==> config.mk <==
export PLATFORM = sky130hd
export DESIGN_NAME = jump_input_cond
export DESIGN_NICKNAME = d
export VERILOG_FILES = /design/src/rtl/jump_input_cond.sv
export SDC_FILE = /design/constraint.sdc
export NUM_CORES = 1
export LEC_CHECK = 0
export ABC_CLOCK_PERIOD_IN_PS = 2100
export BUFFER_PORTS_ARGS = -buffer_cell sky130_fd_sc_hd__buf_4
export CORE_ASPECT_RATIO = 1.25
export CORE_MARGIN = 2
export CORE_UTILIZATION = 35
export CTS_CLUSTER_SIZE = 25
export DETAILED_ROUTE_END_ITERATION = 7
export PLACE_DENSITY = 0.61
export SETUP_SLACK_MARGIN = 0.4
export SLEW_MARGIN = 20
export SYNTH_ARGS = -nofsm -noshare
export SYNTH_HDL_FRONTEND = slang
export SYNTH_SLANG_ARGS = --single-unit
export TNS_END_PERCENT = 1
==> constraint.sdc <==
create_clock -name clock -period 2.1 [get_ports clock]
set_clock_uncertainty 0.15 [all_clocks]
set_input_delay 0.21 -clock clock [delete_from_list [all_inputs] [get_ports clock]]
set_output_delay 0.21 -clock clock [all_outputs]
set_load 0.005 [all_outputs]
==> src/rtl/jump_input_cond.sv <==
// Jump pushbutton conditioner: synchronizes and debounces the raw button, then
// turns each accepted press into a jump request that spans at least one full frame.
module jump_input_cond #(
    parameter int unsigned DEBOUNCE_CYCLES = 500000
) (
    input  logic        clock,
    input  logic        reset,
    input  logic        btn_raw,
    input  logic        screen_end,
    output logic        io_jump,
    output logic        btn_level,
    output logic [15:0] press_count,
    output logic [1:0]  state_dbg
);

    typedef enum logic [1:0] {
        IDLE         = 2'd0,
        PENDING      = 2'd1,
        HOLD         = 2'd2,
        WAIT_RELEASE = 2'd3
    } state_t;

    localparam logic [19:0] CNT_LAST = 20'(DEBOUNCE_CYCLES - 1);

    logic        sync1;
    logic        sync2;
    logic [19:0] cnt;
    logic        level_d;
    logic        screen_d;
    logic        press_ev;
    logic        tick_ev;
    state_t      state;

    // Two-flop synchronizer; sync2 is the sampled level the debouncer works on.
    always_ff @(posedge clock or posedge reset) begin
        if (reset) begin
            sync1 <= 1'b0;
            sync2 <= 1'b0;
        end else begin
            sync1 <= btn_raw;
            sync2 <= sync1;
        end
    end

    // The count tracks how long the sampled level has disagreed with btn_level;
    // any agreement (a bounce) restarts it from zero.
    always_ff @(posedge clock or posedge reset) begin
        if (reset) begin
            cnt       <= '0;
            btn_level <= 1'b0;
        end else if (sync2 == btn_level) begin
            cnt <= '0;
        end else if (cnt == CNT_LAST) begin
            btn_level <= sync2;
            cnt       <= '0;
        end else begin
            cnt <= cnt + 20'd1;
        end
    end

    always_ff @(posedge clock or posedge reset) begin
        if (reset) begin
            level_d  <= 1'b0;
            screen_d <= 1'b0;
        end else begin
            level_d  <= btn_level;
            screen_d <= screen_end;
        end
    end

    assign press_ev  = btn_level & ~level_d;
    assign tick_ev   = screen_end & ~screen_d;
    assign state_dbg = state;

    // io_jump is registered alongside the state so it is high exactly in PENDING/HOLD.
    always_ff @(posedge clock or posedge reset) begin
        if (reset) begin
            state       <= IDLE;
            io_jump     <= 1'b0;
            press_count <= '0;
        end else begin
            case (state)
                IDLE: begin
                    if (press_ev) begin
                        state       <= PENDING;
                        io_jump     <= 1'b1;
                        press_count <= press_count + 16'd1;
                    end
                end
                PENDING: begin
                    if (tick_ev) begin
                        state <= HOLD;
                    end
                end
                HOLD: begin
                    if (tick_ev) begin
                        io_jump <= 1'b0;
                        state   <= btn_level ? WAIT_RELEASE : IDLE;
                    end
                end
                WAIT_RELEASE: begin
                    if (!btn_level) begin
                        state <= IDLE;
                    end
                end
                default: begin
                    state   <= IDLE;
                    io_jump <= 1'b0;
                end
            endcase
        end
    end

endmodule

==> flow_summary.html <==
<table>
<tr><th>Metric</th><th>Value</th></tr>
<tr><th colspan="2">Run status</th></tr>
<tr><td>Outcome</td><td>finished, final reports clean</td></tr>
<tr><th colspan="2">Synth</th></tr>
<tr><td>Number of nets in the synthesized netlist</td><td>around 200</td></tr>
<tr><td>Unique masters post-synth</td><td>34</td></tr>
<tr><td>Number of synthesized register bits</td><td>44</td></tr>
<tr><td>Cell count after synthesis</td><td>a little under 200</td></tr>
<tr><td>Synthesis Warnings</td><td>0</td></tr>
<tr><td>Avg Inst Size Synth</td><td>10.66 sq um</td></tr>
<tr><td>Netlist area before placement</td><td>between 2000 and 2500 sq um</td></tr>
<tr><td>Fraction of the yosys area taken by sequential cells</td><td>0.5350</td></tr>
<tr><th colspan="2">Worst setup path</th></tr>
<tr><td>Maximum fanout count along the critical path</td><td>3</td></tr>
<tr><td>Ordered list of cells on the worst path</td><td>ha_2 &gt; nand4_1 &gt; or4_4 &gt; or3_1 &gt; a21oi_2</td></tr>
<tr><td>WP data arrival</td><td>1900 ps</td></tr>
<tr><td>Worst Setup Path Type</td><td>register to register</td></tr>
<tr><td>Buffering stage count on the worst path with inverters included</td><td>0</td></tr>
<tr><td>Critical path capture point type</td><td>register</td></tr>
<tr><td>Top delay family on crit path</td><td>simple AND/OR/NAND/NOR gates</td></tr>
<tr><td>Required time of the critical path</td><td>2190 ps</td></tr>
<tr><td>Category of the worst setup path launch point</td><td>register</td></tr>
<tr><td>Slowest library cell on the worst path</td><td>sky130_fd_sc_hd__or4_4</td></tr>
<tr><td>Slowest stage delay, CP</td><td>460 ps</td></tr>
<tr><th colspan="2">STA</th></tr>
<tr><td>Max-slew violation total from the final report</td><td>0</td></tr>
<tr><td>Worst slew margin relative to its limit</td><td>0.6331</td></tr>
<tr><td>Post-route minimum period</td><td>~1800 ps</td></tr>
<tr><td>Hold violation total from the final report</td><td>0</td></tr>
<tr><td>Worst setup margin</td><td>284.7 ps</td></tr>
<tr><td>Highest clock rate</td><td>about 550 MHz</td></tr>
<tr><td>Transition at the pin with the smallest max-transition slack</td><td>550.4 ps</td></tr>
<tr><td>Unrepaired setup endpoints after global routing</td><td>true</td></tr>
<tr><td>Tcrit/Tclk final</td><td>0.8645</td></tr>
<tr><td>Hold Worst Slack</td><td>211.1 ps</td></tr>
<tr><td>Total negative slack</td><td>0 ps</td></tr>
<tr><td>Final setup viols</td><td>0</td></tr>
<tr><th colspan="2">CTS</th></tr>
<tr><td>Largest buffer count on any clock path</td><td>2</td></tr>
<tr><td>Number of clock sinks</td><td>44</td></tr>
<tr><td>Clock tree from TritonCTS</td><td>yes</td></tr>
<tr><td>Clock transition at the register clock pins on the worst setup and hold paths after CTS</td><td>roughly 90 ps</td></tr>
<tr><td>Number of clock buffers inserted by TritonCTS</td><td>5</td></tr>
<tr><td>Worst-skew pair later-pin latency</td><td>around 300 ps</td></tr>
<tr><td>H-tree depth</td><td>2</td></tr>
<tr><td>Root Buffer</td><td>sky130_fd_sc_hd__clkbuf_8</td></tr>
<tr><th colspan="2">Pwr</th></tr>
<tr><td>Switching power</td><td>0.3530 mW</td></tr>
<tr><td>Pwr dens</td><td>611.2 nW/um^2</td></tr>
<tr><td>Fraction of power consumed by combinational cells</td><td>0.036</td></tr>
<tr><td>Clock network fraction of design power</td><td>0.423</td></tr>
<tr><td>Worst supply voltage drop on vdd</td><td>347.4 uV</td></tr>
<tr><td>Leakage power</td><td>1.163 nW</td></tr>
<tr><td>Sequential Power Share</td><td>0.541</td></tr>
<tr><td>Fraction of power spent switching nets</td><td>0.2221</td></tr>
<tr><td>Internal Power</td><td>1.236 mW</td></tr>
<tr><th colspan="2">Layout</th></tr>
<tr><td>Final net count</td><td>244</td></tr>
<tr><td>Growth of design area from synthesis to finish</td><td>26.32%</td></tr>
<tr><td>Ratio of cells with drive above 1 in the final layout</td><td>0.2887</td></tr>
<tr><td>Antenna diode count</td><td>0</td></tr>
<tr><td>Area of all placed cells without fillers</td><td>2600 sq um</td></tr>
<tr><th colspan="2">Place</th></tr>
<tr><td>Minimum setup slack after placement</td><td>between 200 and 250 ps</td></tr>
<tr><td>RD Place Congestion</td><td>approximately 0.80</td></tr>
<tr><td>Port Buf Inserts</td><td>23</td></tr>
<tr><td>Post-detail-place hpwl</td><td>2723 um</td></tr>
<tr><td>Cell area after placement</td><td>2351 sq um</td></tr>
<tr><th colspan="2">Drt</th></tr>
<tr><td>Mean number of vias per cell</td><td>5.007</td></tr>
<tr><td>Drt wl/cell</td><td>13.26 um</td></tr>
<tr><td>Starting DRC count in detailed routing</td><td>54</td></tr>
<tr><td>Residual DRC count</td><td>0</td></tr>
<tr><td>Pre-antenna DRT Iters</td><td>4</td></tr>
<tr><td>Antenna Violating Nets Remaining</td><td>0</td></tr>
<tr><td>Via count</td><td>1,527</td></tr>
<tr><td>WL final</td><td>approximately 4000 um</td></tr>
<tr><th colspan="2">Floorplan</th></tr>
<tr><td>Total die area</td><td>about 6500 sq um</td></tr>
<tr><td>Starting Density</td><td>0.3585</td></tr>
<tr><td>Die Y-Extent</td><td>89.74 um</td></tr>
<tr><td>Core area</td><td>5741 sq um</td></tr>
<tr><td>Die W</td><td>72.59 um</td></tr>
<tr><td>Ports</td><td>24</td></tr>
<tr><td>Floorplan row count</td><td>31</td></tr>
<tr><th colspan="2">Global routing</th></tr>
<tr><td>Final global-route overflow total</td><td>0</td></tr>
<tr><td>Largest net degree at the start of global routing</td><td>45</td></tr>
<tr><td>Total routing usage reported by global routing</td><td>0.1363</td></tr>
<tr><td>First-pass GRT wire length</td><td>7148 um</td></tr>
<tr><td>Number of antenna violations at the first check in global routing</td><td>0</td></tr>
<tr><td>Via count of the first global-routing pass</td><td>1,524</td></tr>
<tr><th colspan="2">Min path</th></tr>
<tr><td>Worst min path class</td><td>register to register</td></tr>
<tr><th colspan="2">Run</th></tr>
<tr><td>Maxcap violations</td><td>0</td></tr>
</table>
area by class of cell:
cell class	count	area, sq um
tap	66	82.58
timing repair buffer	42	322.8
fill	548	3141
clock buffer	5	68.82
clock inverter	3	46.29
inverter	8	30.03
sequential	44	1110
multi-input combinational	137	939.7
flip-flops by register name (all words and copies together) (netlist names):
register,cells
cnt,20
press_count,16
state_dbg,2
btn_level,1
io_jump,1
level_d,1
screen_d,1
sync1,1
sync2,1
Yosys cell counts:
cell type | instances | area [sq um]
sky130_fd_sc_hd__a21o_1 | 2 | 15.01
sky130_fd_sc_hd__a21oi_1 | 5 | 25.02
sky130_fd_sc_hd__and2_1 | 1 | 6.260
sky130_fd_sc_hd__and3_1 | 2 | 12.51
sky130_fd_sc_hd__and4_1 | 2 | 17.52
sky130_fd_sc_hd__and4_2 | 1 | 10.01
sky130_fd_sc_hd__buf_2 | 1 | 5.000
sky130_fd_sc_hd__clkbuf_1 | 1 | 3.750
sky130_fd_sc_hd__clkbuf_2 | 2 | 10.01
sky130_fd_sc_hd__dfrtp_1 | 44 | 1101
sky130_fd_sc_hd__ha_1 | 2 | 25.02
sky130_fd_sc_hd__inv_1 | 8 | 30.03
sky130_fd_sc_hd__mux2_2 | 2 | 22.52
sky130_fd_sc_hd__nand2_1 | 11 | 41.29
sky130_fd_sc_hd__nand3_1 | 10 | 50.05
sky130_fd_sc_hd__nand3b_1 | 1 | 7.510
sky130_fd_sc_hd__nand4_1 | 10 | 62.56
sky130_fd_sc_hd__nand4_2 | 1 | 12.51
sky130_fd_sc_hd__nand4_4 | 1 | 21.27
sky130_fd_sc_hd__nor2_1 | 23 | 86.33
sky130_fd_sc_hd__nor2b_1 | 1 | 6.260
sky130_fd_sc_hd__nor3_1 | 9 | 45.04
sky130_fd_sc_hd__nor3b_1 | 1 | 7.510
sky130_fd_sc_hd__nor4_1 | 4 | 25.02
sky130_fd_sc_hd__nor4b_4 | 1 | 23.77
sky130_fd_sc_hd__o21ai_0 | 6 | 30.03
sky130_fd_sc_hd__o31ai_4 | 1 | 21.27
sky130_fd_sc_hd__or2_2 | 1 | 6.260
sky130_fd_sc_hd__or3_1 | 5 | 31.28
sky130_fd_sc_hd__or3_2 | 1 | 7.510
sky130_fd_sc_hd__or4_1 | 2 | 15.01
sky130_fd_sc_hd__or4_4 | 1 | 11.26
sky130_fd_sc_hd__xnor2_1 | 19 | 166.4
sky130_fd_sc_hd__xor2_1 | 11 | 96.34
power by group through the flow:
stage	Combinational (mW)	Sequential [mW]	Clock [mW]
floorplan	0.0346	0.875	0
global placement	0.0462	0.877	0
detailed placement	0.0468	0.877	0
CTS	0.0580	0.860	0.693
global route	0.0656	0.862	0.729
finish	0.0568	0.860	0.672
per-layer routing:
metal  share of wire  GRT usage  up-vias  wire (um)
li1                -          -      760          -
met1            0.45     0.1700      734       1828
met2            0.50     0.2303       26       2014
met3           0.033    0.02915        7        134
met4           0.017    0.04475        0         68
met5               0          0        -          0
placed cells by master (no fill, tap or decap), drive strengths merged, types with 2 or more instances in the layout:
master / instances
buf: 39
and3: 2
nand4: 12
nor3: 9
nand2: 11
xnor2: 19
or4: 3
a21oi: 5
clkbuf: 5
inv: 8
and4: 3
xor2: 11
nand3: 10
a21o: 2
or3: 6
o21ai: 6
nor2: 23
dfrtp: 44
nor4: 4
dlygate4sd3: 3
mux2: 2
ha: 2
per-stage QoR:
step                      instances  utilization  power [mW]
after global placement          284       0.4095      0.9233
final                           305       0.4529       1.589
after detailed placement        284       0.4095      0.9242
after global routing            305       0.4529       1.657
after CTS                       305       0.4520       1.611
after floorplan                 193            -      0.9094
logic make-up after synthesis:
kind of cell               count (synthesis)  share of synthesized area
buffers and inverters                     12                    0.02370
xor gates and xnor gates                  30                     0.1277
DFF                                       44                     0.5350
adders and majority gates                  2                    0.01216
AOI/OAI and AO/OA                         14                    0.04437
and+or+nand+nor                           89                     0.2462
muxes                                      2                    0.01094
worst paths after layout:
check	from	to	slack [ps]	cells after the start
max	cnt[0]	cnt[18]	280	5
max in group asynchronous	reset	cnt[6]	950	4
min	sync1	sync2	210	0
min reg2reg	sync1	sync2	210	0
max reg2reg	cnt[0]	cnt[18]	280	5
min in group asynchronous	reset	cnt[4]	450	4
what timing repair did:
item                                    CTS  global route
hold endpoints to repair                 46             0
gates resized for setup                   8             2
hold buffers                              3             0
pin swaps                                 4             1
buffers inserted                         10             0
endpoints found under the setup margin   26            28
Note: power is estimated with default switching activity, not from simulation.
